[src/rtl/key_event.sv]
// Turns a debounced, slow-domain key level into single-cycle press, release,
// long-press and auto-repeat strobes, with power-up phantom-press suppression.
module key_event #(
    parameter int LONG_CYCLES   = 25000000,
    parameter int REPEAT_CYCLES = 5000000,
    parameter int CNT_W         = 25
) (
    input  logic clk,
    input  logic reset,
    input  logic level,
    output logic press,
    output logic released,
    output logic long,
    output logic key,
    output logic held
);

    localparam logic [CNT_W-1:0] LONG_LAST   = CNT_W'(LONG_CYCLES - 1);
    localparam logic [CNT_W-1:0] REPEAT_LAST = CNT_W'(REPEAT_CYCLES - 1);

    typedef enum logic [1:0] {
        WAIT_REL,
        IDLE,
        HELD,
        REPEAT
    } state_t;

    state_t           state;
    state_t           state_n;
    logic [CNT_W-1:0] cnt;
    logic [CNT_W-1:0] cnt_n;
    logic             s1;
    logic             s2;
    logic             rdy1;
    logic             rdy2;
    logic             lvl_s;
    logic             press_n;
    logic             released_n;
    logic             long_n;
    logic             key_n;
    logic             held_n;

    assign lvl_s = s2;

    always_ff @(posedge clk) begin
        if (reset) begin
            s1       <= 1'b0;
            s2       <= 1'b0;
            rdy1     <= 1'b0;
            rdy2     <= 1'b0;
            state    <= WAIT_REL;
            cnt      <= '0;
            press    <= 1'b0;
            released <= 1'b0;
            long     <= 1'b0;
            key      <= 1'b0;
            held     <= 1'b0;
        end else begin
            s1       <= level;
            s2       <= s1;
            // rdy2 rises once s2 carries a sampled level rather than the
            // reset value, so WAIT_REL cannot mistake the flushed zero for
            // a genuine release.
            rdy1     <= 1'b1;
            rdy2     <= rdy1;
            state    <= state_n;
            cnt      <= cnt_n;
            press    <= press_n;
            released <= released_n;
            long     <= long_n;
            key      <= key_n;
            held     <= held_n;
        end
    end

    always_comb begin
        state_n    = state;
        cnt_n      = cnt;
        press_n    = 1'b0;
        released_n = 1'b0;
        long_n     = 1'b0;
        key_n      = 1'b0;

        case (state)
            WAIT_REL: begin
                cnt_n = '0;
                if (rdy2 && !lvl_s) begin
                    state_n = IDLE;
                end
            end
            IDLE: begin
                cnt_n = '0;
                if (lvl_s) begin
                    state_n = HELD;
                    press_n = 1'b1;
                    key_n   = 1'b1;
                end
            end
            HELD: begin
                if (!lvl_s) begin
                    state_n    = IDLE;
                    cnt_n      = '0;
                    released_n = 1'b1;
                end else if (cnt == LONG_LAST) begin
                    state_n = REPEAT;
                    cnt_n   = '0;
                    long_n  = 1'b1;
                    key_n   = 1'b1;
                end else begin
                    cnt_n = cnt + 1'b1;
                end
            end
            REPEAT: begin
                // Release wins over a repeat point landing in the same cycle.
                if (!lvl_s) begin
                    state_n    = IDLE;
                    cnt_n      = '0;
                    released_n = 1'b1;
                end else if (cnt == REPEAT_LAST) begin
                    cnt_n = '0;
                    key_n = 1'b1;
                end else begin
                    cnt_n = cnt + 1'b1;
                end
            end
            default: begin
                state_n = WAIT_REL;
                cnt_n   = '0;
            end
        endcase

        held_n = (state_n == HELD) || (state_n == REPEAT);
    end

endmodule

[config.mk]
export PLATFORM = sky130hd
export DESIGN_NAME = key_event
export DESIGN_NICKNAME = d
export VERILOG_FILES = /design/src/rtl/key_event.sv
export SDC_FILE = /design/constraint.sdc
export NUM_CORES = 1
export LEC_CHECK = 0
export CAP_MARGIN = 20
export CORE_MARGIN = 3
export CORE_UTILIZATION = 50
export CTS_CLUSTER_SIZE = 16
export DETAILED_ROUTE_END_ITERATION = 8
export GPL_ROUTABILITY_DRIVEN = 0
export PLACE_DENSITY_LB_ADDON = 0.15
export SYNTH_ARGS = -nofsm -noshare
export SYNTH_HDL_FRONTEND = slang
export SYNTH_SLANG_ARGS = --single-unit
[constraint.sdc]
create_clock -name clk -period 2.2 [get_ports clk]
set_input_delay 0.33 -clock clk [delete_from_list [all_inputs] [get_ports clk]]
set_output_delay 0.33 -clock clk [all_outputs]
set_load 0.005 [all_outputs]
# Word level (Yosys, flattened, before mapping)
# Cells that the tools add are included.
[classes] addsub=1 mul=0 div=0 magnitude_cmp=0 eq_ne=7 shifts=0 n_mux=19 bitwise_logic=3 reduce_logical=9
[op_table] cell="2-to-1 mux 25 bit" count=4
[op_table] cell="case mux 25 bit (3 select lines)" count=1
[op_table] cell="adder 25 x 1 -> 25 bit, second input constant" count=1
[op_table] cell="== test 25 x 23 -> 1 bit, second input constant" count=1
[op_table] cell="== test 25 bit, second input constant" count=1
[op_table] cell="2-to-1 mux 2 bit" count=5
[op_table] cell="OR reduction 2 bit" count=5
[op_table] cell="== test 2 bit, second input constant" count=4
[op_table] cell="case mux 2 bit (4 select lines)" count=1
[op_table] cell="2-to-1 mux 1 bit" count=7
[op_table] cell="inverter 1 bit" count=3
[op_table] cell="case mux 1 bit (3 select lines)" count=1
[op_table] cell="== test 2 x 1 -> 1 bit, second input constant" count=1
[op_table] cell="zero test 2 bit" count=1
[op_table] cell="logical AND 1 bit" count=1
[op_table] cell="zero test 1 bit" count=1
[op_table] cell="logical OR 1 bit" count=1
[word_totals] register_bits=36 latchBits=0 ramBits=0 romBits=0 output_inout_bits=5 word_cells=50 mem_count=0

# Longest topological paths before layout
# Gate-level depths: netlist (run 1).
[logic_depth] depth_word=6 ltp_mapped=6

# Worst setup path before layout (run 1)
# Ideal clock, no wire load.
[synth_timing] kind="flip-flop to flip-flop" from="reg cnt[0]" to="reg cnt[10]" setup_ps=132 t_arrival_ps=1848 required_time_ps=2068 path_slack_ps=220 stages_incl_launch_ff=7 n_path_buf=1 period_less_slack_ps=1980 cell_sequence="dfxtp_1 > ha_1 > and3_1 > nand4_1 > nor3_1 > clkbuf_1 > nor3_1"
[synth_between] elab_chain_len=4
[synth_lines] item="start: declaration" line="30" source="logic [CNT_W-1:0] cnt;"
[synth_lines] item="start signal: assignment" line="67" source="cnt <= cnt_n;"
[synth_lines] item="adder 25 x 1 -> 25 bit (tied with other cells)" line="110, 123"
[synth_lines] item="2-to-1 mux 25 bit, on equally long branches" line="119, 104"
[synth_lines] item="2-to-1 mux 25 bit, on equally long branches" line="115, 100"
[synth_lines] item="case mux 25 bit (3 select lines) *" line="84" source="case (state)"
# Mark *: on every way between the ends. The rest lies on a longest branch, timed or not.
# A chain may end at the register's enable or synchronous reset.

# Final worst setup path (run 1)
[layout_timing] from="reg cnt[9]" to="reg cnt[20]"
# Same word-level chain as after synthesis.

==> tab_implementation.tex, run 1 <==
\begin{tabular}{lr}
\hline
Metric & Value \\
\hline
\multicolumn{2}{l}{\textbf{Place}} \\
Number of buffer cells added on primary ports & 7 \\
Inst Count DP & 226 \\
Placed wire-length estimate & 2510 µm \\
Worst slack after detailed placement & around 0.17 ns \\
\multicolumn{2}{l}{\textbf{Critical path}} \\
CP max stage delay & 0.63 ns \\
Endpoint kind of the worst setup timing path & flip-flop \\
Data required time at the worst endpoint & 2.46 ns \\
Maximum fanout encountered on the critical timing path & 14 \\
Series of cell instances along the critical path & nand4\_1 -> or4\_4 -> or4\_1 -> a211oi\_1 \\
Worst EP arrival & between 2 and 2.5 ns \\
Slowest-stage cell, CP & sky130\_fd\_sc\_hd\_\_or4\_4 \\
Worst Path Class, Setup & flip-flop to flip-flop \\
Worst setup SP type & flip-flop \\
\multicolumn{2}{l}{\textbf{Cells and area}} \\
ANT cells & 0 \\
Final std cells w/o fill & between 200 and 250 \\
Share of the core filled with cells in the final layout & 0.584 \\
Sequential cell area in the final layout & 722 µm² \\
Layout fillers & about 300 \\
Share of layout cells above drive strength 1 & 0.111 \\
Most common cell after layout, fill and taps aside & sky130\_fd\_sc\_hd\_\_dfxtp\_1 \\
Area occupied by multi-input gates & 885 µm² \\
Number of nets in the layout & 193 \\
Growth of design area from synthesis to finish & 9.53\% \\
Top library cells by usage in the layout, fill and taps aside & sky130\_fd\_sc\_hd\_\_dfxtp\_1 (35), sky130\_fd\_sc\_hd\_\_nor3\_1 (18), sky130\_fd\_sc\_hd\_\_nand2\_1 (14) \\
\multicolumn{2}{l}{\textbf{Routing}} \\
Average vias per placed instance & 6.12 \\
Antenna-violating nets left & 0 \\
Post-detailed-routing wire length & 3540 µm \\
Via count & roughly 1400 \\
Count of routing violations after the opening detailed-route iteration & between 80 and 90 \\
DR DRC count & 0 \\
Per-cell routed wire length & roughly 15 µm \\
Count of TritonRoute iterations in the first routing pass & 4 \\
\multicolumn{2}{l}{\textbf{Logic synthesis}} \\
Fraction of registers with async set or reset after synthesis & 0 \\
Largest cells by area after synthesis & sky130\_fd\_sc\_hd\_\_dfxtp\_1 (43\%), sky130\_fd\_sc\_hd\_\_nor3\_1 (5.7\%), sky130\_fd\_sc\_hd\_\_o31ai\_1 (5.0\%), sky130\_fd\_sc\_hd\_\_or4\_1 (5.0\%), sky130\_fd\_sc\_hd\_\_a211oi\_1 (4.5\%) \\
Area share of the largest cell type after synthesis & 0.432 \\
Syn\_nets & 182 \\
Number of instances in the synthesized netlist & approximately 180 \\
Count of synthesis-stage warnings from yosys & 0 \\
Most frequently used flop master after synthesis & sky130\_fd\_sc\_hd\_\_dfxtp\_1 \\
Post-synthesis area per instance & $\sim$9.4 µm² \\
Flip-flop and latch count after synthesis & 36 \\
Number of flops mapped to enable cells by yosys & 0 \\
Summed instance area of the synthesized netlist & 1670 µm² \\
Number of different library cells in the post-synthesis netlist & 34 \\
Sequential fraction of the synthesis area & 0.432 \\
Largest area contributor in the synthesized netlist & sky130\_fd\_sc\_hd\_\_dfxtp\_1 \\
\multicolumn{2}{l}{\textbf{Clock network}} \\
Hold-fix buffer count after cts & 0 \\
Clock Sink Count & 36 \\
Cells resized by post-CTS repair & 0 \\
TritonCTS Buffers & 5 \\
H-tree depth reported by CTS & 2 \\
Post-CTS clock slew at the launch and capture registers of the worst setup and hold paths & 0.11 ns \\
Clock root buffer master & sky130\_fd\_sc\_hd\_\_clkbuf\_4 \\
Number of buffers added for setup after CTS & 0 \\
Clock latency at the later pin of the worst-skew pair & between 0.3 and 0.4 ns \\
CTS tree & done \\
Maximum buffer depth of the clock tree & 2 \\
\multicolumn{2}{l}{\textbf{Timing}} \\
Final setup margin & between 0.1 and 0.15 ns \\
Fraction of the cycle the final worst path needs & 0.942 \\
Max Fclk & 0.482 GHz \\
Actual slew at the worst max-slew pin & 0.463 ns \\
Final count of hold timing violations & 0 \\
Final-report max-slew violation count & 0 \\
Skew final & around 0.011 ns \\
Remaining max-slew budget at the tightest pin & 0.687 \\
RSZ-0062 raised after global routing & false \\
Final count of negative-setup-slack endpoints & 0 \\
Minimum period implied by the final worst setup slack & just over 2 ns \\
Setup TNS & 0 ns \\
\multicolumn{2}{l}{\textbf{Floorplan}} \\
Die outline width & 63.8 µm \\
Std cell rows & 20 \\
Core Area & $\sim$3100 µm² \\
Area enclosed by the die boundary & slightly above 4000 µm² \\
Number of ports placed on the die boundary & 8 \\
Starting density of the core & 0.533 \\
Chip height & 63.8 µm \\
\multicolumn{2}{l}{\textbf{Power}} \\
Power density relative to cell area & 551 nW/µm² \\
Cell leakage power & between 0.5 and 0.6 nW \\
Total Power Consumption & slightly above 1 mW \\
Largest vdd supply drop & between 400 and 500 µV \\
\multicolumn{2}{l}{\textbf{Global route}} \\
Antenna violations before repair & 0 \\
Maximum number of pins on one net before global-route repair & 26 \\
Number of global-route vias before repair & between 1000 and 1500 \\
Overall track demand over capacity in global routing & 0.199 \\
First-pass GRT wire length & between 6000 and 7000 µm \\
GRT overflow & 0 \\
\multicolumn{2}{l}{\textbf{Run status}} \\
Run status & finished clean \\
\multicolumn{2}{l}{\textbf{Min path}} \\
Hold crit path type & flip-flop to flip-flop \\
\multicolumn{2}{l}{\textbf{Job}} \\
Maximum Capacitance Violations & 0 \\
\hline
\end{tabular}
[metrics by stage]
step / hold slack, ns / instance area, µm²
2_1_floorplan: 0.401 / 1670
3_3_place_gp: 0.419 / 1780
3_5_place_dp: 0.432 / 1780
4_1_cts: 0.459 / 1830
5_1_grt: 0.472 / 1830
6_report: 0.452 / 1830
[critical path: cells and delay by family, from the launching register on]
kind | cells | cell delay (ns)
flops | 1 | 0.45
simple gates | 3 | 1.27
compound gates | 1 | 0.27
[registers in the layout, summed over array words and instances, names as in the netlist]
register / count
held: 1
long: 1
cnt: 25
released: 1
key: 1
lvl_s: 1
s1: 1
press: 1
rdy1: 1
state: 2
rdy2: 1
[logic make-up after synthesis]
logic type	after synthesis	share of synthesized area
compound gates	30	0.137
simple gates	88	0.325
xor+xnor	11	0.0578
flops	36	0.432
fa+ha+maj	1	0.00750
buf+inv	12	0.0405
[routing by layer]
metal	up-vias	global-route usage	part of all wire
li1	709	-	-
met1	680	0.234	0.45
met2	29	0.335	0.49
met3	9	0.0633	0.044
met4	0	0.0782	0.020
met5	-	0	0
[area by class of cell]
type / count / share of cell area
Clock buffer: 6 / 0.0226
Tap cell: 44 / 0.0301
Clock inverter: 1 / 0.00274
Multi-Input combinational cell: 130 / 0.484
Timing Repair Buffer: 11 / 0.0548
Sequential cell: 36 / 0.395
Inverter: 5 / 0.0103
[synthesized netlist by cell type, types with 2 or more instances]
master / n
sky130_fd_sc_hd__and2_1: 4
sky130_fd_sc_hd__a211oi_2: 2
sky130_fd_sc_hd__nand3_1: 9
sky130_fd_sc_hd__nor3b_1: 2
sky130_fd_sc_hd__nor4_1: 4
sky130_fd_sc_hd__nor3_1: 19
sky130_fd_sc_hd__xnor2_1: 7
sky130_fd_sc_hd__or4_1: 11
sky130_fd_sc_hd__o31ai_1: 11
sky130_fd_sc_hd__clkbuf_1: 4
sky130_fd_sc_hd__a31oi_1: 2
sky130_fd_sc_hd__and4_1: 2
sky130_fd_sc_hd__buf_6: 3
sky130_fd_sc_hd__a211oi_1: 10
sky130_fd_sc_hd__nand4_1: 7
sky130_fd_sc_hd__nand2_1: 14
sky130_fd_sc_hd__and3_1: 2
sky130_fd_sc_hd__inv_1: 5
sky130_fd_sc_hd__dfxtp_1: 36
sky130_fd_sc_hd__nor2b_1: 4
sky130_fd_sc_hd__xor2_1: 4
sky130_fd_sc_hd__a21oi_1: 2
sky130_fd_sc_hd__or4_4: 3
[power breakdown]
part | switching, mW | leakage, nW | total, mW | internal (mW)
sequential | 0.00398 | 0.292 | 0.661 | 0.657
combinational | 0.00786 | 0.199 | 0.0162 | 0.00833
clock | 0.212 | 0.0281 | 0.330 | 0.118
total | 0.224 | 0.519 | 1.01 | 0.783
[path summary, 6_finish.rpt]
check | startpoint | end | slack (ns) | cells after the start
setup / recovery | cnt[9]$_SDFF_PP0_ | cnt[20]$_SDFF_PP0_ | 0.13 | 4
hold / removal | rdy1$_DFF_P_ | rdy2$_SDFF_PP0_ | 0.45 | 1
setup reg to reg | cnt[9]$_SDFF_PP0_ | cnt[20]$_SDFF_PP0_ | 0.13 | 4
hold reg to reg | rdy1$_DFF_P_ | rdy2$_SDFF_PP0_ | 0.45 | 1
No activity file was read; power rests on OpenSTA's default activity.
==> inputs of run 2 (changes only) <==
- SLEW_MARGIN: not set -> 20
==> results of run 2 <==
The final DEF is identical to that of run 1; final timing and power are the same.
